===== src/rtl/bram_arbiter.sv =====
// bram_arbiter: shares one single-port, word-addressed block RAM between the
// instruction-fetch port (I) and the load/store port (D). At most one RAM
// access is issued per cycle. Read data (1-cycle RAM latency) is passed straight
// through to the port that issued the access. Byte/halfword stores become a
// read-modify-write, because the RAM only performs full-word writes.
//
// Ports:
//   clk, rst                    clock, synchronous active-high reset
//   i_req/i_addr                instruction read request (held until i_gnt)
//   i_gnt/i_rvalid/i_rdata      same-cycle grant, read data one cycle later
//   d_req/d_we/d_wstrb/d_addr/d_wdata  load/store request (held until d_gnt)
//   d_gnt/d_rvalid/d_rdata      same-cycle grant, completion / load data
//   ram_en/ram_we/ram_rst/ram_addr/ram_di/ram_dout  block RAM interface
//
// state | meaning
// ------+--------------------------------------------------------------
// IDLE  | accepting requests; grants are decided combinationally
// MERGE | writing back the merged word of a partial store; no grants
module bram_arbiter #(
  parameter bit DATA_FIRST = 1'b1,
  parameter bit ENABLE_RMW = 1'b1
) (
  input  logic        clk,
  input  logic        rst,
  input  logic        i_req,
  input  logic [31:0] i_addr,
  output logic        i_gnt,
  output logic        i_rvalid,
  output logic [31:0] i_rdata,
  input  logic        d_req,
  input  logic        d_we,
  input  logic [3:0]  d_wstrb,
  input  logic [31:0] d_addr,
  input  logic [31:0] d_wdata,
  output logic        d_gnt,
  output logic        d_rvalid,
  output logic [31:0] d_rdata,
  output logic        ram_en,
  output logic        ram_we,
  output logic        ram_rst,
  output logic [31:0] ram_addr,
  output logic [31:0] ram_di,
  input  logic [31:0] ram_dout
);

  typedef enum logic {IDLE = 1'b0, MERGE = 1'b1} state_t;

  state_t      state;
  logic        ptr_d;      // 1: D wins the next conflict, 0: I wins it
  logic        tag_i;
  logic        tag_d;
  logic [31:0] lat_addr;
  logic [31:0] lat_wdata;
  logic [3:0]  lat_strb;

  logic        idle;
  logic        merging;
  logic        d_sel;
  logic        d_store;
  logic        d_partial;
  logic [31:0] merge_word;

  // Reset gates every grant and the merge write, so a reset cycle never
  // touches the RAM contents.
  assign idle    = (state == IDLE)  && !rst;
  assign merging = (state == MERGE) && !rst;

  // A zero strobe is not a store at all; it behaves as a load.
  assign d_store   = d_we && (d_wstrb != 4'b0000);
  assign d_partial = ENABLE_RMW && d_store && (d_wstrb != 4'b1111);

  assign d_sel = d_req && (!i_req || ptr_d);
  assign d_gnt = idle && d_sel;
  assign i_gnt = idle && i_req && !d_sel;

  always_comb begin
    merge_word = ram_dout;
    for (int k = 0; k < 4; k++) begin
      if (lat_strb[k]) merge_word[8*k +: 8] = lat_wdata[8*k +: 8];
    end
  end

  assign ram_rst  = rst;
  assign ram_en   = i_gnt || d_gnt || merging;
  assign ram_we   = merging || (d_gnt && d_store && !d_partial);
  assign ram_addr = merging ? lat_addr : (d_gnt ? d_addr : i_addr);
  assign ram_di   = merging ? merge_word : d_wdata;

  // Read data is a passthrough of the registered RAM output.
  assign i_rdata  = ram_dout;
  assign d_rdata  = ram_dout;
  assign i_rvalid = tag_i;
  assign d_rvalid = tag_d;

  always_ff @(posedge clk) begin
    if (rst) begin
      state <= IDLE;
      ptr_d <= DATA_FIRST;
      tag_i <= 1'b0;
      tag_d <= 1'b0;
    end else begin
      tag_i <= i_gnt;
      // A partial store completes one cycle after its merge write.
      tag_d <= (d_gnt && !d_partial) || (state == MERGE);
      if (d_gnt) ptr_d <= 1'b0;
      else if (i_gnt) ptr_d <= 1'b1;
      case (state)
        IDLE: begin
          if (d_gnt && d_partial) begin
            state     <= MERGE;
            lat_addr  <= d_addr;
            lat_wdata <= d_wdata;
            lat_strb  <= d_wstrb;
          end
        end
        MERGE:   state <= IDLE;
        default: state <= IDLE;
      endcase
    end
  end

endmodule


===== config.mk =====
export PLATFORM = sky130hd
export DESIGN_NAME = bram_arbiter
export DESIGN_NICKNAME = d
export VERILOG_FILES = /design/src/rtl/bram_arbiter.sv
export SDC_FILE = /design/constraint.sdc
export NUM_CORES = 1
export LEC_CHECK = 0
export ABC_CLOCK_PERIOD_IN_PS = 3700
export CORE_MARGIN = 2
export CORE_UTILIZATION = 38
export CTS_BUF_LIST = sky130_fd_sc_hd__clkbuf_4 sky130_fd_sc_hd__clkbuf_8
export CTS_CLUSTER_DIAMETER = 30
export CTS_CLUSTER_SIZE = 10
export DETAILED_ROUTE_END_ITERATION = 8
export HOLD_SLACK_MARGIN = 0.1
export PLACE_DENSITY = 0.84
export SYNTH_ARGS = -nofsm -noshare
export SYNTH_HDL_FRONTEND = slang
export SYNTH_SLANG_ARGS = --single-unit
export TNS_END_PERCENT = 5

===== constraint.sdc =====
create_clock -name clk -period 3.7 [get_ports clk]
set_input_delay 0.37 -clock clk [delete_from_list [all_inputs] [get_ports clk]]
set_output_delay 0.37 -clock clk [all_outputs]
set_load 0.005 [all_outputs]

Word-level counts from Yosys, hierarchy flattened. Cells that the tools add are included.

Memory bits (writable): 0. Latch bits: 0. Logic and storage cells: 45. Memories: 0. Register bits: 72. Memory bits (read-only): 0. Output and inout port bits: 135.

Shift operators: 0. Bitwise operators: 2. Reductions and logical operators: 24. Mux-type cells: 11. Multiply operators: 0. $lt $le $gt $ge: 0. Equal/unequal tests: 1. Divide/modulo/power cells: 0. $add $sub $neg: 0.

Operators with widths (count): 32-bit two-way mux (3); 8-bit two-way mux (4); 1-bit logical AND (12); 1-bit logical OR (5); 1-bit logical NOT (4); 4-bit != test (second input constant) (1); 4-bit nonzero test (1); 1-bit two-way mux (3); 3-bit AND reduction (1); 1-bit NOT (2); 1-bit case mux with 2 select lines (1); 2-bit nonzero test (1).

Longest topological paths before layout. Gate-level depths: netlist of the first run.

Depth after elaboration: 7. Gate-level depth with buffers: 6. Gate-level depth less buffers: 3.

Least setup slack after synthesis of the first run. Ideal clock, no wire load.

Path type: input -> register. From: in i_req. To: reg lat_addr[0] (enable). Data arrival time: 2.717 ns. Stages: 4. Required time: 3.266 ns. Buffers on the path: 1. Path slack: 0.549 ns. Library setup time: 0.434 ns. Cell sequence: nor2b_2 nor3_4 buf_2 and2_1.

Cells in the longest elaborated chain, start to end: 6.

Ends and longest elaborated chain: start: declaration (line 25) `input logic i_req,`; 1-bit logical NOT (line 72) `assign d_sel = d_req && (!i_req || ptr_d);`; 1-bit logical OR (line 72); 1-bit logical AND (line 72); 1-bit logical AND (line 73) `assign d_gnt = idle && d_sel;`; named net d_gnt (line 35) `output logic d_gnt,`; 1-bit logical AND (line 109) `if (d_gnt && d_partial) begin`; 3-bit AND reduction (no source line); end signal: assignment (line 111) `lat_addr <= d_addr;`; end: declaration (line 52) `logic [31:0] lat_addr;`.

The timed path passes the listed nets, and every way through them passes these cells. A chain may end at the register's enable or synchronous reset.

Final worst setup path of the first run.
From: in i_req. To: out ram_en.

Cells in the longest elaborated chain, start to end: 7. Elaborated cells between the ends (all ways): 9. Those cells by class: reduce/logical (9).

Ends and longest elaborated chain: 1-bit logical NOT (line 72); 1-bit logical OR (line 72); 1-bit logical AND (line 72); 1-bit logical NOT (line 74) `assign i_gnt = idle && i_req && !d_sel;`; 1-bit logical AND (line 74); 1-bit logical OR (*) (2 in a row) (line 84) `assign ram_en = i_gnt || d_gnt || merging;`; end: declaration (line 38) `output logic ram_en,`.

Every way passes the cells marked *; elsewhere a longest branch is shown, timed or not.

==> summary.md, run 1 <==
| Metric | Value |
|---|---|
| N_diodes | `0` |
| CTS H-tree lvls | `3` |
| Antenna Nets Post-Route | `0` |
| Remaining DRCs | `0` |
| Clock Latency Late Sink | `0.33 ns` |
| RD Place Congestion | `0.902` |
| DR iter-0 viols | `301` |
| GRT Total Usage | `0.204` |
| CTS resizes | `0` |
| Static leakage | `2.52 nW` |
| Worst path max stage delay | `0.61 ns` |
| Post-Syn Instances | `411` |
| Total Wirelength | `12.9 mm` |
| CTS tree | `built` |
| Data required, critical path | `3.33 ns` |
| Clock transition at the registers of the reported paths | `0.08 ns` |
| Clock Tree Buf Depth | `2` |
| Detailed placement HPWL | `9.73 mm` |
| Wire per inst | `17.3 um` |
| Top FF cell, synth | `edfxtp_1` |
| Placed inst area | `6620 um2` |
| Post-Syn Nets | `548` |
| CP Capture Type | `primary output` |
| Sum Neg Setup Slack | `0 ns` |
| Hold Vio Cnt, Final | `0` |
| Number of nets in the layout | `738` |
| Setup WS pre-CTS | `0.184 ns` |
| Placed Cells | `730` |
| Mapped Area | `4310 um2` |
| Share of layout cells above drive strength 1 | `0.0429` |
| DIE HEIGHT | `110 um` |
| Cts hold-fix bufs | `0` |
| Max VDD drop | `0.000172 V` |
| Commonest cells in the netlist | `nand2_1, edfxtp_1, buf_4` |
| Netlist cell types | `24` |
| Post-synth EDFFs | `68` |
| Vias in the first global route | `3776` |
| Initial antenna violation count | `0` |
| TritonRoute pass-1 iters | `5` |
| Critical path peak fanout | `34` |
| Design area | `6810 um2` |
| Final non-filler cell total | `746` |
| CP cell instances | `clkdlybuf4s50_1 -> nor2b_4 -> nor3_4 -> buf_4 -> or3_1 -> clkdlybuf4s50_1` |
| Final max-slew violation count | `0` |
| #FFs+latches synth | `72` |
| Largest cells by area after synthesis | `edfxtp_1, buf_4, nand2_1` |
| CP most frequent cell | `clkdlybuf4s50_1` |
| Via-per-instance ratio | `5.08` |
| Final setup margin | `0.624 ns` |
| Hold Path Class | `flop to flop` |
| Pwr Density | `302 nW/um2` |
| Area share of the largest cell type after synthesis | `0.474` |
| IO Pins | `272` |
| Relative slew slack | `0.392` |
| Root buf cell | `clkbuf_8` |
| MaxCap Viol Count | `0` |
| Die area | `12200 um2` |
| Via count | `3788` |
| Number of port buffers | `271` |
| Die Wd | `110 um` |
| Synthesized area per cell | `10.5 um2` |
| Run status | `finished, final reports clean` |
| Final period util | `0.831` |
| Initial core utilization | `0.394` |
| Standard-cell rows | `38` |
| First-pass GRT wire length | `20.0 mm` |
| Register area share after synthesis | `0.493` |
| Synth Warn # | `0` |
| Final setup viols | `0` |
| Core area | `10900 um2` |
| Tightest Pin Transition | `0.912 ns` |
| Delay-heaviest family, CP | `buffers and inverters` |
| Slowest CP cell | `nor2b_4` |
| Clk_skew | `0.00998 ns` |
| Critical path class | `primary input to primary output` |
| Startpoint Class | `primary input` |
| Worst path bufs/invs | `3` |
| CTS sink count | `72` |
| Pin count of the biggest net entering global routing | `69` |
| Most common cell in the netlist | `nand2_1` |
| # Post-CTS Setup Buffers | `0` |
| Area Overhead vs Synth | `58.0%` |
| Overflow left after global routing | `0` |
| Tot Pwr | `2.06 mW` |
| Minimum clock period | `3.08 ns` |
| Post-synth top area cell | `edfxtp_1` |
| RSZ-0062 raised after global routing | `false` |
| Filler cells | `870` |
| Ys async rst share | `0` |
| Max Clk Rate | `0.325 GHz` |
| CP arrival | `2.71 ns` |
| CTS Buf Count | `9` |
-- worst reg2reg max path, delay by kind of cell (launching register included) --
| family | cells | cell delay (ns) |
|---|---|---|
| flip-flops | 1 | 0.37 |
| AND/OR/NAND/NOR | 3 | 1.60 |
-- power breakdown --
part | internal, mW | switching, mW
Sequential | 0.919 | 0.0121
Clock | 0.320 | 0.280
Combinational | 0.345 | 0.183
Total | 1.58 | 0.475
-- path summary, 6_finish.rpt --
kind	start	to	slack, ns	cells after the start
setup reg to reg	state	lat_wdata[28]	1.32	3
hold / removal	ptr_d	i_rvalid	0.60	1
hold reg to reg	ptr_d	i_rvalid	0.60	1
setup / recovery	i_req	ram_en	0.62	6
-- cells by family (layout without fill, tap and decap cells) --
kind of cell    after synthesis  count (layout)  share of synthesized area
buf+inv                      97             292                      0.149
mux                          32              32                     0.0744
compound gates               70              70                      0.105
flops                        72              72                      0.493
simple gates                140             140                      0.179
-- registers in the layout, indices dropped and copies added (netlist names) --
register	cells
d_rvalid	1
lat_wdata	32
lat_strb	4
lat_addr	32
ptr_d	1
state	1
i_rvalid	1
-- cell usage in the layout (no fill, tap or decap), types with 2 or more instances in the layout --
cell type,n
clkdlybuf4s50_1,271
nand2_1,96
edfxtp_1,68
mux2i_1,32
o21ai_0,32
or4b_1,32
o211ai_1,32
clkbuf_8,9
dfxtp_1,4
buf_4,4
nand2b_4,2
a211oi_1,2
o41ai_1,2
nor2_1,2
clkbuf_4,2
clkinv_1,2
clkinv_2,2
-- per-stage QoR --
stage          hold WS (ns)   util
2_1_floorplan         0.469      -
5_1_grt               0.587  0.623
4_1_cts               0.565  0.622
3_5_place_dp          0.545  0.605
6_report              0.596  0.623
3_3_place_gp          0.549  0.605
-- routing by layer --
layer / vias to the layer above / routed length (um) / GRT usage / share of wire
li1: 1821 / - / - / -
met1: 1749 / 5120 / 0.243 / 0.40
met2: 199 / 6610 / 0.360 / 0.51
met3: 19 / 920 / 0.0434 / 0.071
met4: 0 / 278 / 0.0758 / 0.022
met5: - / 0 / 0 / 0
-- layout make-up --
cell class | instances | area (um2) | area share
Timing Repair Buffer | 276 | 2760 | 0.406
Tap cell | 140 | 175 | 0.0257
Multi-Input combinational cell | 242 | 1560 | 0.229
Clock inverter | 5 | 47.5 | 0.00698
Sequential cell | 72 | 2120 | 0.312
Clock buffer | 11 | 139 | 0.0204
(Power assumes the default switching activity.)
==> run 2, diff against run 1 <==
- ABC_CLOCK_PERIOD_IN_PS: 3700 -> 3200
- clock period: 3.7 -> 3.2 ns (I/O delays scaled with it)
==> run 2 against run 1 <==
Sequential share of layout area decreased by 0.53 points. Non-clock buffer count up 3. Sequential power increased by 16%. Critical path type unchanged. Largest cell class unchanged.
==> summary.md, run 2 (synthesis results as in run 1) <==
| Metric | Value |
|---|---|
| Via-per-instance ratio | `5.05` |
| Clock Tree Buf Depth | `2` |
| Tightest Pin Transition | `0.696 ns` |
| Int Pwr | `2.06 mW` |
| Hold Path Stages | `1` |
| Hold EP | `lat_addr[2]` |
| DR iter-0 viols | `213` |
| Minimum clock period | `2.95 ns` |
| Total Wirelength | `12.9 mm` |
| Startpoint Class | `primary input` |
| RR Startpoint | `ptr_d` |
| Static leakage | `2.57 nW` |
| Core area | `10900 um2` |
| Die Wd | `110 um` |
| Clk_skew | `0.00757 ns` |
| Vias in the first global route | `3847` |
| Hold Vio Cnt, Final | `0` |
| Hold Startpoint | `d_addr[2]` |
| GRT Total Usage | `0.205` |
| RSZ-0062 raised after global routing | `false` |
| Clock transition at the registers of the reported paths | `0.07 ns` |
| Antenna Nets Post-Route | `0` |
| First-pass GRT wire length | `20.1 mm` |
| Cts hold-fix bufs | `0` |
| Clock Latency Late Sink | `0.34 ns` |
| Data required, critical path | `2.88 ns` |
| Final setup margin | `0.249 ns` |
| Commonest non-fill, non-tap cells in the layout | `clkdlybuf4s50_1, nand2_1, edfxtp_1` |
| Critical path class | `primary input to primary output` |
| Sum Neg Setup Slack | `0 ns` |
| Max Clk Rate | `0.339 GHz` |
| R2r worst-path depth | `4` |
| CTS H-tree lvls | `3` |
| CTS Buf Count | `9` |
| Die area | `12200 um2` |
| Run status | `finished, final reports clean` |
| Clock power frac | `0.354` |
| Part of the power in registers | `0.411` |
| Overflow left after global routing | `0` |
| Largest regs | `lat_addr: 32 flops, lat_wdata: 32 flops, lat_strb: 4 flops` |
| N_diodes | `0` |
| Critical path peak fanout | `34` |
| Pin count of the biggest net entering global routing | `53` |
| Pwr Density | `378 nW/um2` |
| Commonest non-fill, non-tap cell in the layout | `clkdlybuf4s50_1` |
| Root buf cell | `clkbuf_8` |
| CP Capture Type | `primary output` |
| Standard-cell rows | `38` |
| Remaining DRCs | `0` |
| Area Overhead vs Synth | `60.8%` |
| Switch Pwr | `0.561 mW` |
| RD Place Congestion | `0.902` |
| CP arrival | `2.63 ns` |
| CTS resizes | `1` |
| Final setup viols | `0` |
| CTS tree | `built` |
| Relative slew slack | `0.535` |
| Number of port buffers | `271` |
| Initial antenna violation count | `0` |
| Filler cells | `853` |
| Via count | `3780` |
| FF-to-FF End | `lat_wdata[0]` |
| IO Pins | `272` |
| Final max-slew violation count | `0` |
| Wire per inst | `17.3 um` |
| Hold Path Class | `primary input to flop` |
| Net Sw Frac | `0.214` |
| Share of layout cells above drive strength 1 | `0.0493` |
| Initial core utilization | `0.394` |
| TritonRoute pass-1 iters | `4` |
| CTS sink count | `72` |
| Setup WS pre-CTS | `-0.185 ns` |
| # Post-CTS Setup Buffers | `0` |
| Combinational Power Share | `0.235` |
| Number of nets in the layout | `741` |
| Max VDD drop | `0.000173 V` |
| Final period util | `0.922` |
| DIE HEIGHT | `110 um` |
| MaxCap Viol Count | `0` |
| R2R setup slack | `0.96 ns` |
| Detailed placement HPWL | `10.1 mm` |
run 2: cell count changes in the layout (fill, tap and decap cells not counted), sizes merged:
cell and change:
clkinv -1, buf +3, bufinv +3, clkbuf -2
run 2: worst max-delay path by stage:
stage,endpoint,startpoint,slack (ns)
2_1_floorplan,lat_addr[0],i_req,0.1
3_5_place_dp,ram_addr[30],i_req,-0.18
3_3_place_gp,ram_addr[3],i_req,-0.03
6_report,ram_addr[30],i_req,0.25
4_1_cts,ram_addr[30],i_req,0.24
5_1_grt,ram_addr[30],i_req,0.11
run 2: worst max-delay path: stages:
cell and delay [ns]:
clkdlybuf4s50_1 0.49, nor2b_4 0.61, nor3_4 0.19, buf_4 0.23
o211ai_1 0.24, clkdlybuf4s50_1 0.54
run 2: cell type report:
class                           count  area [um2]  area share
Timing Repair Buffer              279        2810       0.406
Clock inverter                      7         134      0.0193
Clock buffer                        9         124      0.0179
Sequential cell                    72        2120       0.306
Tap cell                          140         175      0.0253
Multi-Input combinational cell    242        1560       0.225
run 2: power groups by stage:
stage | Clock, mW | Combinational, mW | Sequential [mW]
3_5_place_dp | 0 | 0.617 | 1.10
3_3_place_gp | 0 | 0.604 | 1.10
2_1_floorplan | 0 | 0.225 | 1.09
5_1_grt | 0.987 | 0.659 | 1.08
6_report | 0.926 | 0.615 | 1.08
4_1_cts | 0.953 | 0.621 | 1.08
run 2: layer usage:
layer | track usage | part of all wire | vias to the layer above
met4 | 0.0717 | 0.018 | 0
li1 | - | - | 1826
met1 | 0.237 | 0.38 | 1750
met3 | 0.0467 | 0.075 | 19
met2 | 0.372 | 0.52 | 185
met5 | 0 | 0 | -
run 2: per-stage QoR:
step | instance area (um2) | std cells | hold slack (ns) | total power [mW] | utilization
after global routing | 6930 | 749 | 0.532 | 2.72 | 0.633
after detailed placement | 6660 | 733 | 0.558 | 1.71 | 0.609
after global placement | 6660 | 733 | 0.556 | 1.70 | 0.609
after floorplan | 4310 | 411 | 0.419 | 1.32 | -
final | 6930 | 749 | 0.553 | 2.62 | 0.633
after CTS | 6930 | 749 | 0.528 | 2.65 | 0.633
